$ cat src/rtl/dtr_pkg.sv
// Shared types and constants for the DTR recovery controller.
package dtr_pkg;

  typedef enum logic [2:0] {
    INIT     = 3'd0,
    NORMAL   = 3'd1,
    ROLLBACK = 3'd2,
    VERIFY   = 3'd3,
    FATAL    = 3'd4
  } dtrState_e;

  localparam int DTR_ROLL_CYC   = 3;
  localparam int DTR_INIT_CYC   = 3;
  localparam int DTR_VERIFY_CYC = 3;

  // Timer width able to hold the largest (count - 1) of the three phases.
  function automatic int timerWidth(input int a, input int b, input int c);
    int m;
    m = a;
    if (b > m) m = b;
    if (c > m) m = c;
    if ($clog2(m) < 1) return 1;
    else return $clog2(m);
  endfunction

endpackage

$ cat src/rtl/dtr_recovery_ctrl_if.sv
// Control bundle between the recovery controller and the DTR interface blocks.
interface dtr_recovery_ctrl_if #(
  parameter int CNT_W = 8
);
  logic             fail_in;
  logic             save;
  logic             rollBack;
  logic             subst;
  logic             busy;
  logic             fatal;
  logic [CNT_W-1:0] err_count;

  modport master (
    input  fail_in,
    output save, rollBack, subst, busy, fatal, err_count
  );

  modport slave (
    output fail_in,
    input  save, rollBack, subst, busy, fatal, err_count
  );
endinterface

$ cat src/rtl/dtr_cycle_timer.sv
// Loadable down-counter that stops at zero and flags it.
module dtr_cycle_timer #(
  parameter int            TW      = 2,
  parameter logic [TW-1:0] RST_VAL = {TW{1'b0}}
) (
  input  logic          clk,
  input  logic          rst,
  input  logic          load_s,
  input  logic [TW-1:0] loadVal_s,
  output logic          zero_s
);

  logic [TW-1:0] count_r;

  // Reload on request, otherwise count down and hold at zero.
  always_ff @(posedge clk) begin
    if (rst) begin
      count_r <= RST_VAL;
    end else if (load_s) begin
      count_r <= loadVal_s;
    end else if (count_r != {TW{1'b0}}) begin
      count_r <= count_r - {{(TW-1){1'b0}}, 1'b1};
    end else begin
      count_r <= count_r;
    end
  end

  assign zero_s = (count_r == {TW{1'b0}});

endmodule

$ cat src/rtl/dtr_recovery_ctrl.sv
// Save/rollback/substitute sequencer for the DTR interface blocks:
// checkpoint in NORMAL, replay on mismatch, verify, give up after retries.
module dtr_recovery_ctrl
  import dtr_pkg::*;
#(
  parameter int INIT_CYC   = DTR_INIT_CYC,
  parameter int ROLL_CYC   = DTR_ROLL_CYC,
  parameter int VERIFY_CYC = DTR_VERIFY_CYC,
  parameter int MAX_RETRY  = 2,
  parameter int CNT_W      = 8
) (
  input  logic               clk,
  input  logic               rst,
  dtr_recovery_ctrl_if.master bus
);

  localparam int            TW          = timerWidth(INIT_CYC, ROLL_CYC, VERIFY_CYC);
  localparam logic [TW-1:0] INIT_LOAD   = TW'(INIT_CYC - 1);
  localparam logic [TW-1:0] ROLL_LOAD   = TW'(ROLL_CYC - 1);
  localparam logic [TW-1:0] VERIFY_LOAD = TW'(VERIFY_CYC - 1);
  // retry+1 < MAX_RETRY is the same as retry < MAX_RETRY-1
  localparam logic [3:0]    RETRY_LAST  = 4'(MAX_RETRY - 1);
  localparam logic [CNT_W-1:0] CNT_MAX  = {CNT_W{1'b1}};

  dtrState_e        state_r;
  dtrState_e        stateNext_s;
  logic             timerLoad_s;
  logic [TW-1:0]    timerVal_s;
  logic             timerZero_s;
  logic [3:0]       retry_r;
  logic [3:0]       retryNext_s;
  logic             cntInc_s;
  logic [CNT_W-1:0] errCount_r;

  dtr_cycle_timer #(
    .TW      (TW),
    .RST_VAL (INIT_LOAD)
  ) u_timer (
    .clk       (clk),
    .rst       (rst),
    .load_s    (timerLoad_s),
    .loadVal_s (timerVal_s),
    .zero_s    (timerZero_s)
  );

  // Next-state decision; the timer is reloaded on every state change.
  always_comb begin
    stateNext_s = state_r;
    timerLoad_s = 1'b0;
    timerVal_s  = {TW{1'b0}};
    retryNext_s = retry_r;
    cntInc_s    = 1'b0;
    case (state_r)
      INIT: begin
        if (timerZero_s) begin
          stateNext_s = NORMAL;
          timerLoad_s = 1'b1;
        end else begin
          stateNext_s = INIT;
        end
      end
      NORMAL: begin
        if (bus.fail_in) begin
          stateNext_s = ROLLBACK;
          timerLoad_s = 1'b1;
          timerVal_s  = ROLL_LOAD;
        end else begin
          stateNext_s = NORMAL;
        end
      end
      ROLLBACK: begin
        if (timerZero_s) begin
          stateNext_s = VERIFY;
          timerLoad_s = 1'b1;
          timerVal_s  = VERIFY_LOAD;
        end else begin
          stateNext_s = ROLLBACK;
        end
      end
      VERIFY: begin
        // A failure on the last verify cycle still counts as a failure.
        if (bus.fail_in) begin
          if (retry_r < RETRY_LAST) begin
            retryNext_s = retry_r + 4'd1;
            stateNext_s = ROLLBACK;
            timerLoad_s = 1'b1;
            timerVal_s  = ROLL_LOAD;
          end else begin
            stateNext_s = FATAL;
            timerLoad_s = 1'b1;
          end
        end else if (timerZero_s) begin
          stateNext_s = NORMAL;
          timerLoad_s = 1'b1;
          retryNext_s = 4'd0;
          cntInc_s    = 1'b1;
        end else begin
          stateNext_s = VERIFY;
        end
      end
      FATAL: begin
        stateNext_s = FATAL;
      end
      default: begin
        stateNext_s = FATAL;
        timerLoad_s = 1'b1;
      end
    endcase
  end

  // State, counters and outputs registered together so outputs follow state with no glitches.
  always_ff @(posedge clk) begin
    if (rst) begin
      state_r      <= INIT;
      retry_r      <= 4'd0;
      errCount_r   <= {CNT_W{1'b0}};
      bus.save     <= 1'b0;
      bus.rollBack <= 1'b0;
      bus.subst    <= 1'b0;
      bus.busy     <= 1'b1;
      bus.fatal    <= 1'b0;
    end else begin
      state_r <= stateNext_s;
      retry_r <= retryNext_s;
      if (cntInc_s && (errCount_r != CNT_MAX)) begin
        errCount_r <= errCount_r + {{(CNT_W-1){1'b0}}, 1'b1};
      end else begin
        errCount_r <= errCount_r;
      end
      case (stateNext_s)
        NORMAL: begin
          bus.save     <= 1'b1;
          bus.rollBack <= 1'b0;
          bus.subst    <= 1'b0;
          bus.busy     <= 1'b0;
          bus.fatal    <= 1'b0;
        end
        ROLLBACK: begin
          bus.save     <= 1'b0;
          bus.rollBack <= 1'b1;
          bus.subst    <= 1'b1;
          bus.busy     <= 1'b1;
          bus.fatal    <= 1'b0;
        end
        INIT, VERIFY: begin
          bus.save     <= 1'b0;
          bus.rollBack <= 1'b0;
          bus.subst    <= 1'b0;
          bus.busy     <= 1'b1;
          bus.fatal    <= 1'b0;
        end
        default: begin
          bus.save     <= 1'b0;
          bus.rollBack <= 1'b0;
          bus.subst    <= 1'b0;
          bus.busy     <= 1'b1;
          bus.fatal    <= 1'b1;
        end
      endcase
    end
  end

  assign bus.err_count = errCount_r;

endmodule

$ cat src/flat_wrapper.sv
// flat-port wrapper written by rule: the top's interface ports become plain ports
module dtr_recovery_ctrl_flat import dtr_pkg::*;
#(
  parameter int INIT_CYC   = DTR_INIT_CYC,
  parameter int ROLL_CYC   = DTR_ROLL_CYC,
  parameter int VERIFY_CYC = DTR_VERIFY_CYC,
  parameter int MAX_RETRY  = 2,
  parameter int CNT_W      = 8
)
  (clk, rst, bus_fail_in, bus_save, bus_rollBack, bus_subst, bus_busy, bus_fatal, bus_err_count);
  dtr_recovery_ctrl_if #(.CNT_W(CNT_W)) bus_i ();
  input  logic clk;
  input  logic rst;
  input wire logic [$bits(bus_i.fail_in)-1:0] bus_fail_in;
  output wire logic [$bits(bus_i.save)-1:0] bus_save;
  output wire logic [$bits(bus_i.rollBack)-1:0] bus_rollBack;
  output wire logic [$bits(bus_i.subst)-1:0] bus_subst;
  output wire logic [$bits(bus_i.busy)-1:0] bus_busy;
  output wire logic [$bits(bus_i.fatal)-1:0] bus_fatal;
  output wire logic [$bits(bus_i.err_count)-1:0] bus_err_count;
  assign bus_i.fail_in = bus_fail_in;
  assign bus_save = bus_i.save;
  assign bus_rollBack = bus_i.rollBack;
  assign bus_subst = bus_i.subst;
  assign bus_busy = bus_i.busy;
  assign bus_fatal = bus_i.fatal;
  assign bus_err_count = bus_i.err_count;
  dtr_recovery_ctrl #(.INIT_CYC(INIT_CYC), .ROLL_CYC(ROLL_CYC), .VERIFY_CYC(VERIFY_CYC), .MAX_RETRY(MAX_RETRY), .CNT_W(CNT_W)) u_core (.clk(clk), .rst(rst), .bus(bus_i));
endmodule
$ cat config.mk
export PLATFORM = sky130hd
export DESIGN_NAME = dtr_recovery_ctrl_flat
export DESIGN_NICKNAME = d
export VERILOG_FILES = /design/src/rtl/dtr_pkg.sv /design/src/rtl/dtr_recovery_ctrl_if.sv /design/src/rtl/dtr_cycle_timer.sv /design/src/rtl/dtr_recovery_ctrl.sv /design/src/flat_wrapper.sv
export SDC_FILE = /design/constraint.sdc
export NUM_CORES = 1
export LEC_CHECK = 0
export CAP_MARGIN = 20
export CORE_MARGIN = 2
export CORE_UTILIZATION = 44
export DETAILED_ROUTE_END_ITERATION = 10
export GPL_TIMING_DRIVEN = 0
export PLACE_DENSITY = 0.68
export RECOVER_POWER = 100
export SYNTH_ARGS = -nofsm -noshare
export SYNTH_HDL_FRONTEND = slang
export SYNTH_SLANG_ARGS = --single-unit
$ cat constraint.sdc
create_clock -name clk -period 2.2 [get_ports clk]
set_input_delay 0.66 -clock clk [delete_from_list [all_inputs] [get_ports clk]]
set_output_delay 0.66 -clock clk [all_outputs]
set_load 0.02 [all_outputs]
==> flow_summary.toml <==
[die]
ioPinCount = 16
dieHeight_um = 51.9
dieArea_um2 = 2690
die_w_um = 51.9
coreArea_um2 = 2190
start_util_pct = 46.1
num_rows = 17

[power]
switching_share_pct = 32.3
p_switching_uw = 283
p_per_area_nw_per_um2 = 733
leakage_nw = 0.485
seqPwrFrac_pct = 50.4
power_frac_comb_pct = 28.3
peakVddDrop_uv = 584
p_int_uw = 592
power_frac_clock_pct = 21.3

[finish]
syn_to_final_growth_pct = 18.1
diodes = 0
seq_area_um2 = 420
drive_above_1_share_pct = 6.87
num-fill-cells = 207
nets = 139
multi_input_area_um2 = 515
final_area_um2 = 1190
final_core_util_pct = 54.4
final_common_cell = "dfxtp_1"
mostFrequentLayoutCells = "dfxtp_1, dlygate4sd3_1, o21ai_0, a21oi_1, nor2_1"

[timing]
rsz0062_at_grt = "no"
worst_slew_pin_slew_ps = 516
maxSlewViolCount = 0
post-route-period-util_pct = 94.8
fmax_mhz = 479
max_slew_margin_pct = 65.4
period_minus_slack_ps = 2090
hold_viol_final = 0
finalSetupViolations = 0
finClkSkew_ps = 6.74
tns_ps = 0

[run_status]
outcome = "completed"

[setup_path]
path_buf_inv = 1
crit_path_start_kind = "flop"
crit_slowest_cell = "dlygate4sd3_1"
required_ps = 1540
critPathMaxStageDelay_ps = 700
cp_cell_sequence = "dlygate4sd3_1"
critPathArrivalTime_ps = 1430
setup.worst_path.end_class = "primary output"
worstPathMaxFanout = 6
path_class = "flop to primary output"
crit_family = "buffers and inverters"

[run]
cap_violations = 0

[placed_design]
hpwl_um = 1410
placed_area_um2 = 1170
place_congestion = 0.749
port_buffers = 13

[synthesis]
yosysWarnings = 0
syn_area_um2 = 1010
syn-instance-count = 114
ys_ff_latch = 21
yosys.cell_types.count = 37
yosysSeqAreaShare_pct = 41.6
synth_nets = 121
avgSynthCellArea_um2 = 8.86

[cts]
cts_tree = "built"
cts_num_sinks = 21
numCtsBuffers = 3
clk_pin_slew_ps = 120
post-cts-setup-buffer-count = 0
clock-root-buffer = "clkbuf_4"
cts_max_level = 1
postCtsHoldBufs = 0
clockBufferDepth = 2
cts_resized = 0
insertion_delay_ps = 300

[route]
drc = 0
wl_per_cell_um = 11.8
first_iter_violations = 10
wl_um = 1870
via_per_inst = 5.27
antenna_left = 0
drt-pass1-iter-count = 5
num_vias = 838

[min_path]
min_path_type = "flop to flop"

[global_route]
grt.total_usage_pct = 16.1
grt_max_degree = 13
grt.overflow.total = 0
antenna_found_initial = 0
grt_pass1_wl_um = 3260
grt_pass1_vias = 752
==> state kept, by name, summed over array words and instances (netlist names) <==
signal                  count
u_core.bus.fatal            1
u_core.u_timer.count_r      2
u_core.bus.err_count        8
u_core.bus.save             1
u_core.bus.busy             1
u_core.state_r              3
u_core.retry_r              4
u_core.bus.rollBack         1
==> logic make-up (layout without fill, tap and decap cells) <==
group	after synthesis	in the layout	synth area share (%)
and+or+nand+nor	41	41	23.3
DFF	21	21	41.6
muxes	4	4	3.97
buffers and inverters	13	30	6.32
AOI/OAI and AO/OA	28	28	17.2
adders and majority gates	4	4	4.96
xor gates and xnor gates	3	3	2.60
==> area by class of cell <==
cell class	instances	share of cell area, %
inverter	7	2.20
multi-input combinational	80	43.2
clock inverter	1	0.420
tap	28	2.94
timing repair buffer	13	10.9
sequential	21	35.3
buffer	6	3.15
clock buffer	3	1.89
==> power by group through the flow <==
stage          clock network, mW  logic, mW  registers (mW)
6_report                   0.186      0.247           0.441
5_1_grt                    0.211      0.278           0.447
4_1_cts                    0.195      0.262           0.442
3_5_place_dp                   0      0.260           0.451
3_3_place_gp                   0      0.252           0.449
2_1_floorplan                  0      0.175           0.464
==> synth_stat cells, drive strengths merged <==
master	n	area [um^2]
and3	2	12.5
nand2b	1	6.26
clkbuf	3	11.3
or4	2	15.0
nand3	7	45.0
a21oi	8	40.0
nand3b	1	7.51
inv	7	26.3
a221oi	1	8.76
xor2	3	26.3
a32oi	1	8.76
buf	3	26.3
nor3	3	15.0
ha	4	50.1
a22oi	1	7.51
dfxtp	21	420
nor2b	2	12.5
o22ai	1	6.26
or3	1	6.26
o2111ai	1	8.76
and2	3	18.8
and4bb	1	12.5
and3b	1	8.76
nand2	6	22.5
o21ai	8	40.0
a31oi	3	18.8
nor2	8	30.0
o211ai	1	12.5
or3b	1	8.76
nor3b	1	7.51
nand4	1	6.26
o31ai	3	22.5
mux2i	4	40.0
==> worst paths after layout <==
path,start,endpoint,slack [ps],depth (start not counted)
hold / removal,u_core.retry_r[3],u_core.retry_r[3],480,1
hold reg to reg,u_core.retry_r[3],u_core.retry_r[3],480,1
setup / recovery,u_core.bus.err_count[3],bus_err_count[3],110,1
setup reg to reg,u_core.u_timer.count_r[0],u_core.bus.err_count[6],420,6
==> stage by stage <==
step	power [mW]	worst slack (ps)	hold WS (ps)	std cells
final	0.875	113	482	159
after global routing	0.937	43.3	499	159
after CTS	0.899	127	480	159
after detailed placement	0.711	229	445	155
after global placement	0.701	267	440	155
after floorplan	0.640	339	424	114
==> routing by layer <==
metal  track usage (%)  wire length [um]
met4              7.02                10
met5                 0                 0
met3              4.31                66
met1              21.3               933
met2              24.5               862
No activity file was read; power rests on OpenSTA's default activity.
